## config.mk

```make
export PLATFORM = sky130hd
export DESIGN_NAME = move_sequencer
export DESIGN_NICKNAME = d
export VERILOG_FILES = /design/src/rtl/rbot_pkg.sv /design/src/rtl/move_fifo.sv /design/src/rtl/move_sequencer.sv
export SDC_FILE = /design/constraint.sdc
export NUM_CORES = 1
export LEC_CHECK = 0
export ABC_AREA = 1
export ABC_CLOCK_PERIOD_IN_PS = 3200
export CAP_MARGIN = 20
export CORE_ASPECT_RATIO = 1.4
export CORE_MARGIN = 8
export CORE_UTILIZATION = 52
export DETAILED_ROUTE_END_ITERATION = 16
export MAX_ROUTING_LAYER = met4
export PLACE_DENSITY = 0.71
export SLEW_MARGIN = 20
export SYNTH_ARGS = -nofsm -noshare
export SYNTH_HDL_FRONTEND = slang
export SYNTH_SLANG_ARGS = --single-unit
```

## constraint.sdc

```tcl
create_clock -name clock -period 3.2 [get_ports clock]
set_clock_uncertainty 0.05 [all_clocks]
set_input_delay 0.48 -clock clock [delete_from_list [all_inputs] [get_ports clock]]
set_output_delay 0.48 -clock clock [all_outputs]
set_load 0.01 [all_outputs]
```

## src/rtl/rbot_pkg.sv

```systemverilog
// Shared move encoding and sequencer state definitions
// for the cube-solving robot motor sequencer.
package rbot_pkg;

    localparam int FACE_W    = 3;
    localparam int TURN_W    = 2;
    localparam int MOVE_W    = FACE_W + TURN_W;
    localparam int NUM_FACES = 6;

    localparam logic [FACE_W-1:0] FACE_U = 3'd0;
    localparam logic [FACE_W-1:0] FACE_D = 3'd1;
    localparam logic [FACE_W-1:0] FACE_L = 3'd2;
    localparam logic [FACE_W-1:0] FACE_R = 3'd3;
    localparam logic [FACE_W-1:0] FACE_F = 3'd4;
    localparam logic [FACE_W-1:0] FACE_B = 3'd5;

    localparam logic [TURN_W-1:0] TURN_RSVD = 2'b00;
    localparam logic [TURN_W-1:0] TURN_CW   = 2'b01;
    localparam logic [TURN_W-1:0] TURN_HALF = 2'b10;
    localparam logic [TURN_W-1:0] TURN_CCW  = 2'b11;

    typedef enum logic [2:0] {
        S_IDLE,
        S_LOAD,
        S_FIRE,
        S_ARM,
        S_WAIT,
        S_SETTLE,
        S_FAULT
    } state_e;

    function automatic logic move_legal(input logic [MOVE_W-1:0] m);
        return (m[MOVE_W-1:TURN_W] < FACE_W'(NUM_FACES))
            && (m[TURN_W-1:0] != TURN_RSVD);
    endfunction

endpackage

```

## src/rtl/move_fifo.sv

```systemverilog
// Synchronous move queue with occupancy count and
// a synchronous flush that empties it in one cycle.
module move_fifo #(
    parameter int WIDTH = 5,
    parameter int DEPTH = 16
) (
    input  logic                   clock,
    input  logic                   reset_n,
    input  logic                   push,
    input  logic                   pop,
    input  logic                   flush,
    input  logic [WIDTH-1:0]       wr_data,
    output logic [WIDTH-1:0]       rd_data,
    output logic                   full,
    output logic                   empty,
    output logic [$clog2(DEPTH):0] count
);

    localparam int AW = $clog2(DEPTH);

    logic [WIDTH-1:0] mem [DEPTH];
    logic [AW:0]      wr_ptr;
    logic [AW:0]      rd_ptr;

    // Pointers carry one extra wrap bit so full and empty differ.
    always_ff @(posedge clock) begin
        if (!reset_n || flush) begin
            wr_ptr <= '0;
            rd_ptr <= '0;
        end else begin
            if (push && !full)
                wr_ptr <= wr_ptr + (AW+1)'(1);
            if (pop && !empty)
                rd_ptr <= rd_ptr + (AW+1)'(1);
        end
    end

    always_ff @(posedge clock) begin
        if (push && !full)
            mem[wr_ptr[AW-1:0]] <= wr_data;
    end

    assign rd_data = mem[rd_ptr[AW-1:0]];
    assign count   = wr_ptr - rd_ptr;
    assign full    = (count == (AW+1)'(DEPTH));
    assign empty   = (count == '0);

endmodule

```

## src/rtl/move_sequencer.sv

```systemverilog
// Dequeues face-turn moves and drives one motor at a
// time with a start pulse, done wait, timeout and settle gap.
module move_sequencer #(
    parameter int STEPS_QUARTER  = 50,
    parameter int SETTLE_CYCLES  = 1000,
    parameter int TIMEOUT_CYCLES = 24'hFF_FFFF,
    parameter int FIFO_DEPTH     = 16
) (
    input  logic       clock,
    input  logic       reset_n,
    input  logic [4:0] move_in,
    input  logic       move_valid,
    output logic       move_ready,
    output logic [5:0] motor_start,
    output logic [5:0] motor_dir,
    output logic [7:0] motor_steps,
    input  logic [5:0] motor_done,
    output logic       busy,
    output logic       bad_move,
    output logic       fault
);

    import rbot_pkg::*;

    localparam int CW = $clog2(FIFO_DEPTH) + 1;
    localparam int TW = $clog2(TIMEOUT_CYCLES + 2);
    localparam int SW = $clog2(SETTLE_CYCLES + 2);

    state_e state;
    state_e state_nxt;

    logic [MOVE_W-1:0] head;
    logic              full;
    logic              empty;
    logic [CW-1:0]     cnt;
    logic [CW-1:0]     cnt_nxt;
    logic              push;
    logic              pop;
    logic              flush;
    logic              legal;
    logic [FACE_W-1:0] head_face;
    logic [TURN_W-1:0] head_turn;
    logic [FACE_W-1:0] face_q;
    logic [FACE_W-1:0] face_d;
    logic [TW-1:0]     wait_cnt;
    logic [SW-1:0]     settle_cnt;

    logic [5:0] start_d;
    logic [5:0] dir_d;
    logic [7:0] steps_d;
    logic       bad_d;
    logic       fault_d;
    logic       busy_d;
    logic       ready_d;

    assign push      = move_valid && move_ready && !full;
    assign pop       = (state == S_LOAD);
    assign flush     = (state == S_FAULT);
    assign head_face = head[MOVE_W-1:TURN_W];
    assign head_turn = head[TURN_W-1:0];
    assign legal     = move_legal(head);

    move_fifo #(
        .WIDTH (MOVE_W),
        .DEPTH (FIFO_DEPTH)
    ) u_fifo (
        .clock   (clock),
        .reset_n (reset_n),
        .push    (push),
        .pop     (pop),
        .flush   (flush),
        .wr_data (move_in),
        .rd_data (head),
        .full    (full),
        .empty   (empty),
        .count   (cnt)
    );

    // Occupancy after this edge, so ready and busy can be registered.
    always_comb begin
        cnt_nxt = cnt;
        if (flush) begin
            cnt_nxt = '0;
        end else begin
            if (push)
                cnt_nxt = cnt_nxt + CW'(1);
            if (pop)
                cnt_nxt = cnt_nxt - CW'(1);
        end
    end

    always_ff @(posedge clock) begin
        if (!reset_n)
            state <= S_IDLE;
        else
            state <= state_nxt;
    end

    always_comb begin
        state_nxt = state;
        unique case (state)
            S_IDLE:
                if (!empty)
                    state_nxt = S_LOAD;
            S_LOAD:
                state_nxt = legal ? S_FIRE : S_IDLE;
            S_FIRE:
                state_nxt = S_ARM;
            S_ARM:
                state_nxt = S_WAIT;
            S_WAIT:
                if (motor_done[face_q])
                    state_nxt = S_SETTLE;
                else if (wait_cnt == TW'(TIMEOUT_CYCLES - 1))
                    state_nxt = S_FAULT;
            S_SETTLE:
                if (settle_cnt >= SW'(SETTLE_CYCLES))
                    state_nxt = S_IDLE;
            S_FAULT:
                state_nxt = S_FAULT;
            default:
                state_nxt = S_IDLE;
        endcase
    end

    always_ff @(posedge clock) begin
        if (!reset_n) begin
            wait_cnt   <= '0;
            settle_cnt <= '0;
        end else begin
            wait_cnt   <= (state == S_WAIT)
                        ? wait_cnt + TW'(1) : '0;
            settle_cnt <= (state == S_SETTLE)
                        ? settle_cnt + SW'(1) : '0;
        end
    end

    // Start is launched from LOAD so it is visible during FIRE.
    always_comb begin
        start_d = '0;
        dir_d   = motor_dir;
        steps_d = motor_steps;
        face_d  = face_q;
        bad_d   = 1'b0;
        if (state == S_LOAD) begin
            if (legal) begin
                face_d           = head_face;
                start_d          = 6'b1 << head_face;
                steps_d          = (head_turn == TURN_HALF)
                                 ? 8'(2 * STEPS_QUARTER)
                                 : 8'(STEPS_QUARTER);
                dir_d[head_face] = (head_turn != TURN_CCW);
            end else begin
                bad_d = 1'b1;
            end
        end
        fault_d = fault || (state_nxt == S_FAULT);
        busy_d  = (cnt_nxt != '0) || (state_nxt != S_IDLE);
        ready_d = !fault_d && (cnt_nxt < CW'(FIFO_DEPTH));
    end

    always_ff @(posedge clock) begin
        if (!reset_n) begin
            motor_start <= '0;
            motor_dir   <= '0;
            motor_steps <= '0;
            face_q      <= '0;
            bad_move    <= 1'b0;
            fault       <= 1'b0;
            busy        <= 1'b0;
            move_ready  <= 1'b0;
        end else begin
            motor_start <= start_d;
            motor_dir   <= dir_d;
            motor_steps <= steps_d;
            face_q      <= face_d;
            bad_move    <= bad_d;
            fault       <= fault_d;
            busy        <= busy_d;
            move_ready  <= ready_d;
        end
    end

endmodule
```

==> results of run 1 <==
Yosys cell counts (3+ instances only):
| library cell | count | share of area (%) |
|---|---|---|
| a211oi_1 | 5 | 0.53 |
| a21oi_1 | 41 | 2.9 |
| a31oi_1 | 3 | 0.27 |
| buf_2 | 4 | 0.28 |
| buf_4 | 7 | 0.75 |
| buf_6 | 9 | 1.4 |
| clkbuf_1 | 5 | 0.27 |
| dfxtp_1 | 74 | 21 |
| edfxtp_1 | 80 | 34 |
| ha_1 | 16 | 2.8 |
| inv_1 | 85 | 4.5 |
| inv_2 | 4 | 0.21 |
| nand2_1 | 123 | 6.5 |
| nand2_2 | 5 | 0.44 |
| nand3_1 | 56 | 4.0 |
| nand4_1 | 8 | 0.71 |
| nor2_1 | 141 | 7.5 |
| nor2_2 | 6 | 0.53 |
| nor3_1 | 11 | 0.78 |
| nor3b_1 | 8 | 0.85 |
| nor4_1 | 3 | 0.27 |
| o211ai_1 | 8 | 0.85 |
| o21ai_0 | 41 | 2.9 |
| o21ai_1 | 22 | 1.6 |
| or2_2 | 5 | 0.44 |
| xor2_1 | 3 | 0.37 |
flip-flops by register name, indices dropped and copies added (netlist names), named ones only:
signal and count:
busy 1, motor_dir 6, bad_move 1, settle_cnt 10
u_fifo.mem 80, wait_cnt 25, u_fifo.wr_ptr 5, motor_start 6
face_q 3, move_ready 1, u_fifo.rd_ptr 5, motor_steps 3
state 3, fault 1
logic make-up after synthesis:
| kind of cell | share of synthesized area [%] |
|---|---|
| AOI/OAI and AO/OA | 10.3 |
| DFF | 55.1 |
| adders and majority gates | 3.12 |
| other | 0.0532 |
| and+or+nand+nor | 23.3 |
| buffers and inverters | 7.70 |
| xor gates and xnor gates | 0.497 |
metal layers:
| layer | global-route usage, % | vias up |
|---|---|---|
| met5 | - | - |
| met4 | 8.85 | 0 |
| met3 | 2.98 | 40 |
| met2 | 35.9 | 145 |
| met1 | 18.7 | 2575 |
| li1 | - | 2747 |
final cells by class:
| cell class | count | area (sq um) |
|---|---|---|
| Multi-Input combinational cell | 528 | 2660 |
| Timing Repair Buffer | 45 | 435 |
| Sequential cell | 154 | 3880 |
| Fill cell | 1125 | 5200 |
| Tap cell | 182 | 228 |
| Inverter | 92 | 350 |
| Clock inverter | 10 | 93.8 |
| Clock buffer | 22 | 464 |
per-stage QoR:
step	util (%)	hold slack [ns]	worst slack, ns	instance area (sq um)	TNS [ns]
finish	60.9	0.398	0.145	8120	0
global route	60.9	0.432	-0.101	8120	-1.44
CTS	60.6	0.403	0.0791	8070	0
detailed placement	56.4	0.393	0.110	7520	0
global placement	56.4	0.387	0.249	7520	0
floorplan	-	0.376	0.298	7060	0
final timing paths:
kind | to | cells past startpoint | slack, ns
max | u_fifo.mem[1][0]$_DFFE_PP_ | 13 | 0.14
min | wait_cnt[19]$_SDFF_PN0_ | 2 | 0.40
max reg2reg | u_fifo.mem[1][0]$_DFFE_PP_ | 13 | 0.14
min reg2reg | wait_cnt[19]$_SDFF_PN0_ | 2 | 0.40
critical path, stage by stage (launching register included):
cell	delay, ns
dfxtp_2	0.34
inv_2	0.10
ha_1	0.15
inv_1	0.07
fa_1	0.58
inv_2	0.05
ha_1	0.18
inv_1	0.09
nor2_4	0.05
nand3_1	0.10
nor2_1	0.04
nor2_1	0.25
nand2_1	0.26
nor2_1	0.39
power by group:
part / switching, mW / internal, mW / leakage [nW] / total, mW
sequential: 0.118 / 2.21 / 1.32 / 2.33
combinational: 1.45 / 0.809 / 1.33 / 2.26
clock: 0.781 / 1.11 / 0.267 / 1.89
total: 2.35 / 4.13 / 2.92 / 6.48
repair_timing:
action,CTS,global route
setup endpoints to repair,0,72
setup buffers,0,2
resized for setup,0,14
==> out/results.ini, run 1 <==
[grt]
grt_max_degree = 37
grt_pass1_vias = 5429
grt_remaining_overflow = 0
grt_usage_pct = 19.2
grt_pass1_wl_mm = 25.6
antenna_found_initial = 0

[yosys]
yosys.cell_types.count = 45
synth_seq_cells = 154
synth_enable_flop_cells = 80
ys_async_sr_fraction_pct = 0
synth_seq_area_share_pct = 55.1
synth_cells = 797
synth_flop_cell = edfxtp_1
yosys_warnings = 0
synth_area_sq_um = 7050
avgSynthCellArea_sq_um = 8.85

[cts]
clkTransAtPathRegs_ns = 0.06
cts_tree = built
cts-root-buf = clkbuf_16
cts_made_buffers = 17
htreeDepth = 4
clk_path_buf_depth = 2
postCtsHoldBufs = 0
clkSinkCount = 154
worstSkewPairLatency_ns = 0.42

[worst_hold_path]
hold_class = flop to flop
min_from = wait_cnt[19]$_SDFF_PN0_

[sta]
max_freq_mhz = 327
rsz0062_at_grt = true
setup_violations = 0
period_share_pct = 95.5
worstMarginPinSlew_ns = 0.743
slew_violations = 0
hold_viol_final = 0
post-route-min-period_ns = 3.06
relSlewSlack_pct = 50.3

[routing]
vias = 5507
route.met2.wl_mm = 8.92
wirelength_met1_mm = 5.94
avgRoutedWirePerCell_um = 15.3
finalWirelength_mm = 15.9
viasPerCell = 5.33
wl_met3_um = 576
drc = 0
antenna_left = 0
first_pass_iters = 8
drt_iter0_drc = 376
dr.max_layer_used = met4

[critical_path]
critPathKind = flop to flop
crit_start = u_fifo.wr_ptr[0]$_SDFFE_PP0P_
cp-end-kind = flop
cp_max_fo = 5
required_ns = 3.22
cp.arrival_ns = 3.08
start_kind = flop
regToRegStartpoint = u_fifo.wr_ptr[0]$_SDFFE_PP0P_

[pwr]
p_total_mw = 6.48
peakVddDrop_uv = 491
p_leak_nw = 2.92
p_per_area_nw_per_um2 = 798

[floorplanning]
start_util_pct = 52.9
ioPinCount = 38
die_h_um = 154
fp-row-count = 50
dieWidth_um = 114
die-area_sq_um = 17600
core_region_area_sq_um = 13300

[final_layout]
layout.nets = 869
fin_cells = 1033
diodes = 0
layout-drive-gt1-share_pct = 9.52
area_growth_pct = 15.1
final_cell_mix = nor2_1 (131), nand2_1 (123), inv_1 (83)
final_common_cell = nor2_1

[place]
gp_congestion = 0.963
io_buffer_count = 34
dpl.cell_count = 999
hpwl_mm = 11.4

[run_status]
outcome = complete, no violations

[flow_run]
drv_cap = 0

No activity file was read; power rests on OpenSTA's default activity.
==> run 2, diff against run 1 <==
--- a/config.mk
+++ b/config.mk
@@ -11,9 +11,11 @@
 export CORE_ASPECT_RATIO = 1.4
 export CORE_MARGIN = 8
 export CORE_UTILIZATION = 52
+export CTS_CLUSTER_SIZE = 10
 export DETAILED_ROUTE_END_ITERATION = 16
 export MAX_ROUTING_LAYER = met4
 export PLACE_DENSITY = 0.71
+export SKIP_CTS_REPAIR_TIMING = 1
 export SLEW_MARGIN = 20
 export SYNTH_ARGS = -nofsm -noshare
 export SYNTH_HDL_FRONTEND = slang
==> results of run 2 <==
Final layout, timing and power as in run 1 (identical DEF).
==> run 3, diff against run 2 <==
--- a/config.mk
+++ b/config.mk
@@ -9,12 +9,12 @@
 export ABC_CLOCK_PERIOD_IN_PS = 3200
 export CAP_MARGIN = 20
 export CORE_ASPECT_RATIO = 1.4
-export CORE_MARGIN = 8
 export CORE_UTILIZATION = 52
 export CTS_CLUSTER_SIZE = 10
 export DETAILED_ROUTE_END_ITERATION = 16
 export MAX_ROUTING_LAYER = met4
 export PLACE_DENSITY = 0.71
+export RECOVER_POWER = 25
 export SKIP_CTS_REPAIR_TIMING = 1
 export SLEW_MARGIN = 20
 export SYNTH_ARGS = -nofsm -noshare
==> run 3 against run 2 <==
Against the previous run:
- non-clock buffer count is 2 lower
- maximum frequency is essentially flat
- first-iteration DRC count is 23% lower
- hold slack gained 0.0017 ns
- critical path depth unchanged
- register-to-register slack about the same
- largest power group unchanged
- setup slack gained 0.0028 ns
- wire length down 3.6%
- power increased by 0.42%
- critical endpoint is now u_fifo.mem[6][1]$_DFFE_PP_
==> out/results.ini, run 3 (synthesis gave the netlist of run 1 again) <==
[routing]
antenna_left = 0  ; unchanged
viasPerCell = 5.28  ; was 5.33
avgRoutedWirePerCell_um = 14.8  ; was 15.3 um
finalWirelength_mm = 15.3  ; was 15.9 mm
drt_iter0_drc = 291  ; was 376
drc = 0  ; unchanged
first_pass_iters = 5  ; was 8
vias = 5446  ; was 5507

[sta]
setup_violations = 0  ; unchanged
max_freq_mhz = 328  ; was 327 MHz
hold_slack_ns = 0.400  ; was 0.398 ns
finalSetupTns_ns = 0  ; unchanged
hold_viol_final = 0  ; unchanged
period_share_pct = 95.4  ; was 95.5%
worstMarginPinSlew_ns = 0.767  ; was 0.743 ns
slew_violations = 0  ; unchanged
relSlewSlack_pct = 48.7  ; was 50.3%
final.setup.worst_slack_ns = 0.148  ; was 0.145 ns
post-route-min-period_ns = 3.05  ; was 3.06 ns

[final_layout]
largest_reg_flops = 80  ; unchanged
seqCellArea_sq_um = 3890  ; was 3880 sq um
fillerInstances = 1163  ; was 1125
diodes = 0  ; unchanged
area_growth_pct = 15.0  ; was 15.1%
layout.nets = 867  ; was 869
multiInputGateArea_sq_um = 2670  ; was 2660 sq um
final_common_cell = nor2_1  ; unchanged
final_cell_mix = nor2_1 (137), nand2_1 (123), inv_1 (82)  ; was nor2_1 (131), nand2_1 (123), inv_1 (83)
layout-drive-gt1-share_pct = 8.83  ; was 9.52%
finalInstanceArea_sq_um = 8110  ; was 8120 sq um

[pwr]
p_total_mw = 6.51  ; was 6.48 mW
p_per_area_nw_per_um2 = 803  ; was 798 nW/um^2
p_leak_nw = 2.91  ; was 2.92 nW
peakVddDrop_uv = 443  ; was 491 uV

[critical_path]
crit_buf_inv = 4  ; unchanged
start_kind = flop  ; unchanged
crit_slowest_cell = fa_1  ; unchanged
cp.arrival_ns = 3.07  ; was 3.08 ns
cp_slowest_stage_delay_ns = 0.58  ; about the same
path_common_cell = nor2_1  ; unchanged
path_cells = inv_4, ha_1, inv_2, fa_1, inv_2, ha_1, inv_1, nor2_4, nand3_1, nor2_1, nor2_1, nand2_1, nor2_1  ; was inv_2, ha_1, inv_1, fa_1, inv_2, ha_1, inv_1, nor2_4, nand3_1, nor2_1, nor2_1, nand2_1, nor2_1
cp-end-kind = flop  ; unchanged
cp_max_fo = 5  ; unchanged
critPathTopFamily = simple AND/OR/NAND/NOR gates  ; unchanged
required_ns = 3.21  ; was 3.22 ns
critPathKind = flop to flop  ; unchanged

[cts]
cts-root-buf = clkbuf_16  ; unchanged
clk_path_buf_depth = 2  ; unchanged
worstSkewPairLatency_ns = 0.42  ; about the same
cts_made_buffers = 17  ; unchanged
cts_tree = built  ; unchanged
clkSinkCount = 154  ; unchanged
htreeDepth = 4  ; unchanged
clkTransAtPathRegs_ns = 0.06  ; about the same

[floorplanning]
start_util_pct = 52.9  ; unchanged
ioPinCount = 38  ; unchanged
die_h_um = 140  ; was 154 um
fp-row-count = 50  ; unchanged
core_region_area_sq_um = 13300  ; unchanged
dieWidth_um = 100  ; was 114 um
die-area_sq_um = 14000  ; was 17600 sq um

[worst_hold_path]
hold_class = flop to flop  ; unchanged

[flow_run]
drv_cap = 0  ; unchanged

[place]
pre_cts_slack_ns = 0.122  ; was 0.110 ns
placedInstanceArea_sq_um = 7500  ; was 7520 sq um
io_buffer_count = 34  ; unchanged
gp_congestion = 0.960  ; was 0.963
hpwl_mm = 10.9  ; was 11.4 mm

[run_status]
outcome = complete, no violations  ; unchanged

[grt]
antenna_found_initial = 0  ; unchanged
grt_remaining_overflow = 0  ; unchanged
grt_pass1_wl_mm = 25.1  ; was 25.6 mm
grt_pass1_vias = 5375  ; was 5429
grt_max_degree = 37  ; unchanged
grt_usage_pct = 24.0  ; was 19.2%

run 3: changes by cell type in the layout (fill, tap and decap cells not counted), sizes merged:
cell	delta
buf	-3
bufinv	+1
clkbuf	-3
clkdlybuf4s50	-6
clkinvlp	+1
dlygate4sd3	+6
inv	+2
run 3: path summary, 6_finish.rpt:
path / start / end / slack [ns] / cells after the start
min: motor_steps[5]$_SDFFE_PN0P_ / motor_steps[5]$_SDFFE_PN0P_ / 0.40 / 2
min reg2reg: motor_steps[5]$_SDFFE_PN0P_ / motor_steps[5]$_SDFFE_PN0P_ / 0.40 / 2
max reg2reg: u_fifo.wr_ptr[0]$_SDFFE_PP0P_ / u_fifo.mem[6][1]$_DFFE_PP_ / 0.15 / 13
max: u_fifo.wr_ptr[0]$_SDFFE_PP0P_ / u_fifo.mem[6][1]$_DFFE_PP_ / 0.15 / 13
run 3: worst reg2reg max path, delay by kind of cell, from the launching register on:
kind,cells,cell delay [ns]
flip-flops,1,0.35
buffers and inverters,4,0.28
adder cells (fa/ha/maj),3,0.91
AND/OR/NAND/NOR,6,1.13
run 3: final cells by class:
class / count / area share, %
Multi-Input combinational cell: 528 / 32.9
Clock inverter: 14 / 1.79
Inverter: 92 / 4.35
Timing Repair Buffer: 43 / 4.98
Clock buffer: 18 / 5.29
Sequential cell: 154 / 47.9
Tap cell: 182 / 2.81
run 3: power by group:
| group | switching (mW) | internal [mW] | leakage (nW) | total (mW) |
|---|---|---|---|---|
| logic | 1.48 | 0.779 | 1.32 | 2.26 |
| clock network | 0.783 | 1.15 | 0.272 | 1.93 |
| registers | 0.108 | 2.21 | 1.32 | 2.32 |
run 3: through the flow:
stage	instances	util, %
final	1031	60.9
after global routing	1031	60.9
after CTS	1031	60.6
after detailed placement	999	56.3
after global placement	999	56.3
after floorplan	799	-
run 3: per-layer routing:
| metal | part of all wire (%) | track usage [%] |
|---|---|---|
| met3 | 4.4 | 4.27 |
| met1 | 38 | 25.0 |
| met2 | 55 | 44.1 |
| met4 | 2.1 | 9.00 |
| met5 | 0 | - |
==> RTL change 1 (flow settings as in run 3) <==
Encoding of `state_e`: now one-hot (7 bits for 7 states).
--- a/src/rtl/rbot_pkg.sv
+++ b/src/rtl/rbot_pkg.sv
@@ -19,14 +19,14 @@
     localparam logic [TURN_W-1:0] TURN_HALF = 2'b10;
     localparam logic [TURN_W-1:0] TURN_CCW  = 2'b11;
 
-    typedef enum logic [2:0] {
-        S_IDLE,
-        S_LOAD,
-        S_FIRE,
-        S_ARM,
-        S_WAIT,
-        S_SETTLE,
-        S_FAULT
+    typedef enum logic [6:0] {
+        S_IDLE   = 7'b0000001,
+        S_LOAD   = 7'b0000010,
+        S_FIRE   = 7'b0000100,
+        S_ARM    = 7'b0001000,
+        S_WAIT   = 7'b0010000,
+        S_SETTLE = 7'b0100000,
+        S_FAULT  = 7'b1000000
     } state_e;
 
     function automatic logic move_legal(input logic [MOVE_W-1:0] m);
Function: same outputs for any inputs over 10 cycles, from zero or initial values and one cycle with reset_n low; not proved beyond that.
==> RTL change 1 against run 3 <==
Largest cell class unchanged. Critical endpoint is now busy. Highest routed layer unchanged. Count of clock-buffer cells in the layout stayed put. Final area is 1.9% higher. Wire length is 2.3% higher. Setup slack better by 4.2 ps. Area after synthesis is 0.75% higher. Sequential cell count is 4 higher.
Power is not compared: it rests on default switching activity, and its combinational part moved more than twofold at a synthesized area within 25%.
==> RTL change 1: results (changes against run 3) <==
[clock_network]
cts_inserted_buffers=17  ; unchanged
clock_latency_ps=420  ; about the same
cts_max_path_buffers=2  ; unchanged
htree_levels=4  ; unchanged
clk_pin_slew_worst_paths_ps=60  ; about the same
cts_root_buffer=clkbuf_16  ; unchanged

[pwr]
p_leak_nw=3.08
ir_worst_vdd_v=0.000354
swShare=0.242

[yosys]
synth_compound_area_frac=0.110  ; was 0.103
ys_async_sr_fraction=0  ; unchanged
synth_edf_count=80  ; unchanged
synth-main-ff-cell=edfxtp_1  ; unchanged
synth.distinct_cells=46  ; was 45
ys_top_cells_by_area=edfxtp_1, dfxtp_1, nor2_1, nand2_1, inv_1  ; unchanged
yosys_warnings=0  ; unchanged
netlist_top_cells_count=nor2_1, nand2_1, inv_1, edfxtp_1, dfxtp_1  ; unchanged
yosys.area_share.xor_xnor=0.00616  ; was 0.00497
synth_fa_ha_area_frac=0.0310  ; was 0.0312
seq_area_frac_synth=0.558  ; was 0.551
synthMuxAreaShare=0  ; unchanged

[setup_path]
timing.rr.end=busy  ; was u_fifo.mem[6][1]
reg2regPathDepth=24  ; was 13
r2r-start=u_fifo.wr_ptr[0]  ; unchanged
r2r_slack_ps=150
cp_max_fo=5  ; unchanged
cpMaxStageDelayCell=fa_2  ; was fa_1
arrival_ps=3310  ; was 3070 ps
cpLargestDelayFamily=adder cells  ; was simple AND/OR/NAND/NOR gates
critical-path-max-stage-delay_ps=600  ; was 580 ps

[finish]
diodes=0  ; unchanged
largest_reg_flops=80  ; unchanged
nets=867  ; unchanged
drive_above_1_share=0.104  ; was 0.0883

[routing]
post_drt_via_cell_ratio=5.27  ; was 5.28
dr.first_iter.drc_count=236  ; was 291
dr.pass1.iters=6  ; was 5
wl_um=15600  ; was 15300 µm

[sta]
slew_headroom=0.500  ; was 0.487
holdWs_ps=401  ; was 400 ps

[grt]
grt_pass1_vias=5411  ; was 5375
track_usage=0.242  ; was 0.240
grt_max_degree=43  ; was 37
antenna_found_initial=0  ; unchanged
grt_pass1_wl_um=25300  ; was 25100 µm

[placement]
gp_congestion=0.896  ; was 0.960
placement.io_buffers=34  ; unchanged
dp_worst_setup_slack_ps=28.6  ; was 122 ps
dp_hpwl_um=11300  ; was 10900 µm

[hold_path]
holdPathStages=2  ; unchanged
hold_path.class=flop to flop  ; unchanged
whs_endpoint=motor_steps[5]  ; unchanged
min_from=motor_steps[5]  ; unchanged

[run_status]
outcome=finished clean  ; unchanged

==> RTL change 1: cell types whose count changed after synthesis, moves of 6 or more <==
cell / delta
nand3_1: -14
o21ai_0: +17
o21ai_1: -13
nor2_1: -8
o211ai_1: +6
==> RTL change 1: worst max-delay path by stage <==
stage                startpoint  endpoint  slack (ps)  cells after the start
5_1_grt        u_fifo.wr_ptr[0]      busy         -40                     24
3_5_place_dp   u_fifo.wr_ptr[0]      busy          30                     24
4_1_cts        u_fifo.wr_ptr[0]      busy          -6                     24
2_1_floorplan  u_fifo.wr_ptr[0]      busy         240                     25
6_report       u_fifo.wr_ptr[0]      busy         150                     24
3_3_place_gp   u_fifo.wr_ptr[0]      busy         140                     24
==> RTL change 1: power by group through the flow <==
stage / Combinational, mW / Clock, mW / Sequential (mW)
3_3_place_gp: 0.513 / 0 / 2.24
2_1_floorplan: 0.365 / 0 / 2.24
6_report: 0.548 / 2.10 / 2.20
3_5_place_dp: 0.522 / 0 / 2.24
4_1_cts: 0.527 / 2.13 / 2.19
5_1_grt: 0.618 / 2.22 / 2.20
==> RTL change 1: area by class of cell <==
type	instances	area [µm²]
flip-flops and latches	158	3970
fillers	1118	5060
inverters	91	347
clock inverters	14	190
clock buffers	18	429
multi-input cells	522	2670
repair buffers	46	430
well taps	182	228
==> RTL change 1: routing by layer <==
layer / track usage / vias to the layer above / routed length [µm]
met2: 0.444 / 102 / 8640
met4: 0.104 / 0 / 528
met1: 0.244 / 2566 / 5960
met3: 0.0499 / 31 / 491
met5: - / - / 0
li1: - / 2739 / -
==> RTL change 1: metrics by stage <==
stage          std cells  cell area (µm²)
5_1_grt             1031             8260
4_1_cts             1029             8220
3_5_place_dp         997             7600
6_report            1031             8260
3_3_place_gp         997             7600
2_1_floorplan        795             7110
==> RTL change 2 (settings of run 3) <==
Without the edit above. The parameter `SETTLE_CYCLES` goes from 1000 to 2000.
--- a/src/rtl/move_sequencer.sv
+++ b/src/rtl/move_sequencer.sv
@@ -2,7 +2,7 @@
 // time with a start pulse, done wait, timeout and settle gap.
 module move_sequencer #(
     parameter int STEPS_QUARTER  = 50,
-    parameter int SETTLE_CYCLES  = 1000,
+    parameter int SETTLE_CYCLES  = 2000,
     parameter int TIMEOUT_CYCLES = 24'hFF_FFFF,
     parameter int FIFO_DEPTH     = 16
 ) (
Check against the original RTL: no difference found for any inputs over 10 cycles, from zero or initial values and one cycle with reset_n low; that may be too few to reach the edited logic, so the function may still have changed.
==> RTL change 2 against run 3 <==
Count of clock-buffer cells in the layout up 6. Area after synthesis up 0.64%. Wire length down 3.7%. Total power down 5.7%. Final cell count up 0.39%. Setup slack worse by 61 ps. Final area up 1.7%. Sequential cell count up 1.
==> RTL change 2: results (changes against run 3) <==
[yosys]
syn_inst=794  ; was 797
synth.distinct_cells=44  ; was 45
synth_edf_count=80  ; unchanged
yosys_warnings=0  ; unchanged
synth-main-ff-cell=edfxtp_1  ; unchanged
netlist_top_cells_count=nand2_1, inv_1, edfxtp_1, nor2_1, dfxtp_1  ; was nor2_1, nand2_1, inv_1, edfxtp_1, dfxtp_1
ys_top_cells_by_area=edfxtp_1, dfxtp_1, nand2_1, inv_1, a21oi_1  ; was edfxtp_1, dfxtp_1, nor2_1, nand2_1, inv_1
ys_async_sr_fraction=0  ; unchanged
seq_area_frac_synth=0.550  ; was 0.551

[clock_network]
clk_pin_slew_worst_paths_ps=60  ; about the same
cts_root_buffer=clkbuf_16  ; unchanged
cts_inserted_buffers=17  ; unchanged
clock_latency_ps=420  ; about the same
htree_levels=4  ; unchanged

[finish]
inverters=121  ; was 92
diodes=0  ; unchanged
clock_cell_area_share=0.0695  ; was 0.0708
seq_cell_count=155  ; was 154
n_clock_buffer=24  ; was 18
comb.multi_input.count=497  ; was 528
nets=871  ; was 867
multi_input_area_um2=2630  ; was 2670 µm²
seqCellArea_um2=3910  ; was 3890 µm²
nonClkBufAreaFrac=0.0555  ; was 0.0498
largest_reg_flops=80  ; unchanged
num-nonclk-buffers=48  ; was 43
drive_above_1_share=0.107  ; was 0.0883
nFillCells=1076  ; was 1163

[setup_path]
cp_max_fo=6  ; was 5

[pwr]
ir_worst_vdd_v=0.000421  ; was 0.000443 V
switchingPower_mw=2.08  ; was 2.37 mW
p_leak_nw=3.01  ; was 2.91 nW
swShare=0.338  ; was 0.364
comb_power_mw=1.89  ; was 2.26 mW
clock_power_share=0.310  ; was 0.297

[hold_path]
hold_path.class=flop to flop  ; unchanged

[routing]
routedWlPerCell_um=14.2  ; was 14.8 µm
post_drt_via_cell_ratio=5.21  ; was 5.28
dr.pass1.iters=5  ; unchanged
vias=5392  ; was 5446
drcViolationCount=0  ; unchanged
dr.first_iter.drc_count=292  ; was 291

[placement]
gp_congestion=0.892  ; was 0.960
placement.io_buffers=34  ; unchanged
dp.cells=995  ; was 999
dp_hpwl_um=10400  ; was 10900 µm

[grt]
grt_pass1_vias=5175  ; was 5375
grt_max_degree=42  ; was 37
grt_pass1_wl_um=23900  ; was 25100 µm
antenna_found_initial=0  ; unchanged
track_usage=0.228  ; was 0.240

[run_status]
outcome=finished clean  ; unchanged

[sta]
tightest_slew_ps=781  ; was 767 ps

[RTL change 2: final timing paths]
kind,startpoint,to,slack [ps],cells after the start
worst max-delay path,u_fifo.wr_ptr[0],busy,90,22
worst min-delay path,motor_steps[5],motor_steps[5],400,2
worst max register to register,u_fifo.wr_ptr[0],busy,90,22
worst min register to register,motor_steps[5],motor_steps[5],400,2
[RTL change 2: per-stage QoR]
| stage | area [µm²] | worst slack [ps] |
|---|---|---|
| finish | 8250 | 86.9 |
| global route | 8250 | -148 |
| CTS | 8140 | 13.6 |
| detailed placement | 7570 | 36.0 |
| global placement | 7570 | 140 |
| floorplan | 7110 | 268 |
[RTL change 2: critical path, cell delays in order, from the launching register on]
cell	delay, ps
dfxtp_2	340
inv_1	70
ha_2	180
inv_2	60
fa_2	590
inv_1	70
ha_1	190
inv_2	70
nor2_4	40
nand3_4	100
nand2_4	80
buf_4	160
o21ai_4	130
ha_2	180
nand2_1	80
inv_2	100
nand3_2	80
o21bai_1	150
nand2_1	70
nand2_1	70
nand3_1	70
nand2_1	60
inv_1	30
[RTL change 2: metal layers]
metal | wire length (µm) | global-route usage
met4 | 386 | 0.0984
met2 | 7660 | 0.388
met5 | 0 | -
met1 | 6010 | 0.246
met3 | 663 | 0.0619
[RTL change 2: kinds of logic (layout without fill, tap and decap cells)]
group / Yosys count / after routing / share of synthesized area
adders and majority gates: 17 / 17 / 0.0310
xor gates and xnor gates: 7 / 7 / 0.00864
AOI/OAI and AO/OA: 145 / 145 / 0.113
and+or+nand+nor: 324 / 325 / 0.209
buffers and inverters: 145 / 201 / 0.0880
DFF: 155 / 155 / 0.550
other: 1 / 3 / 0.000528
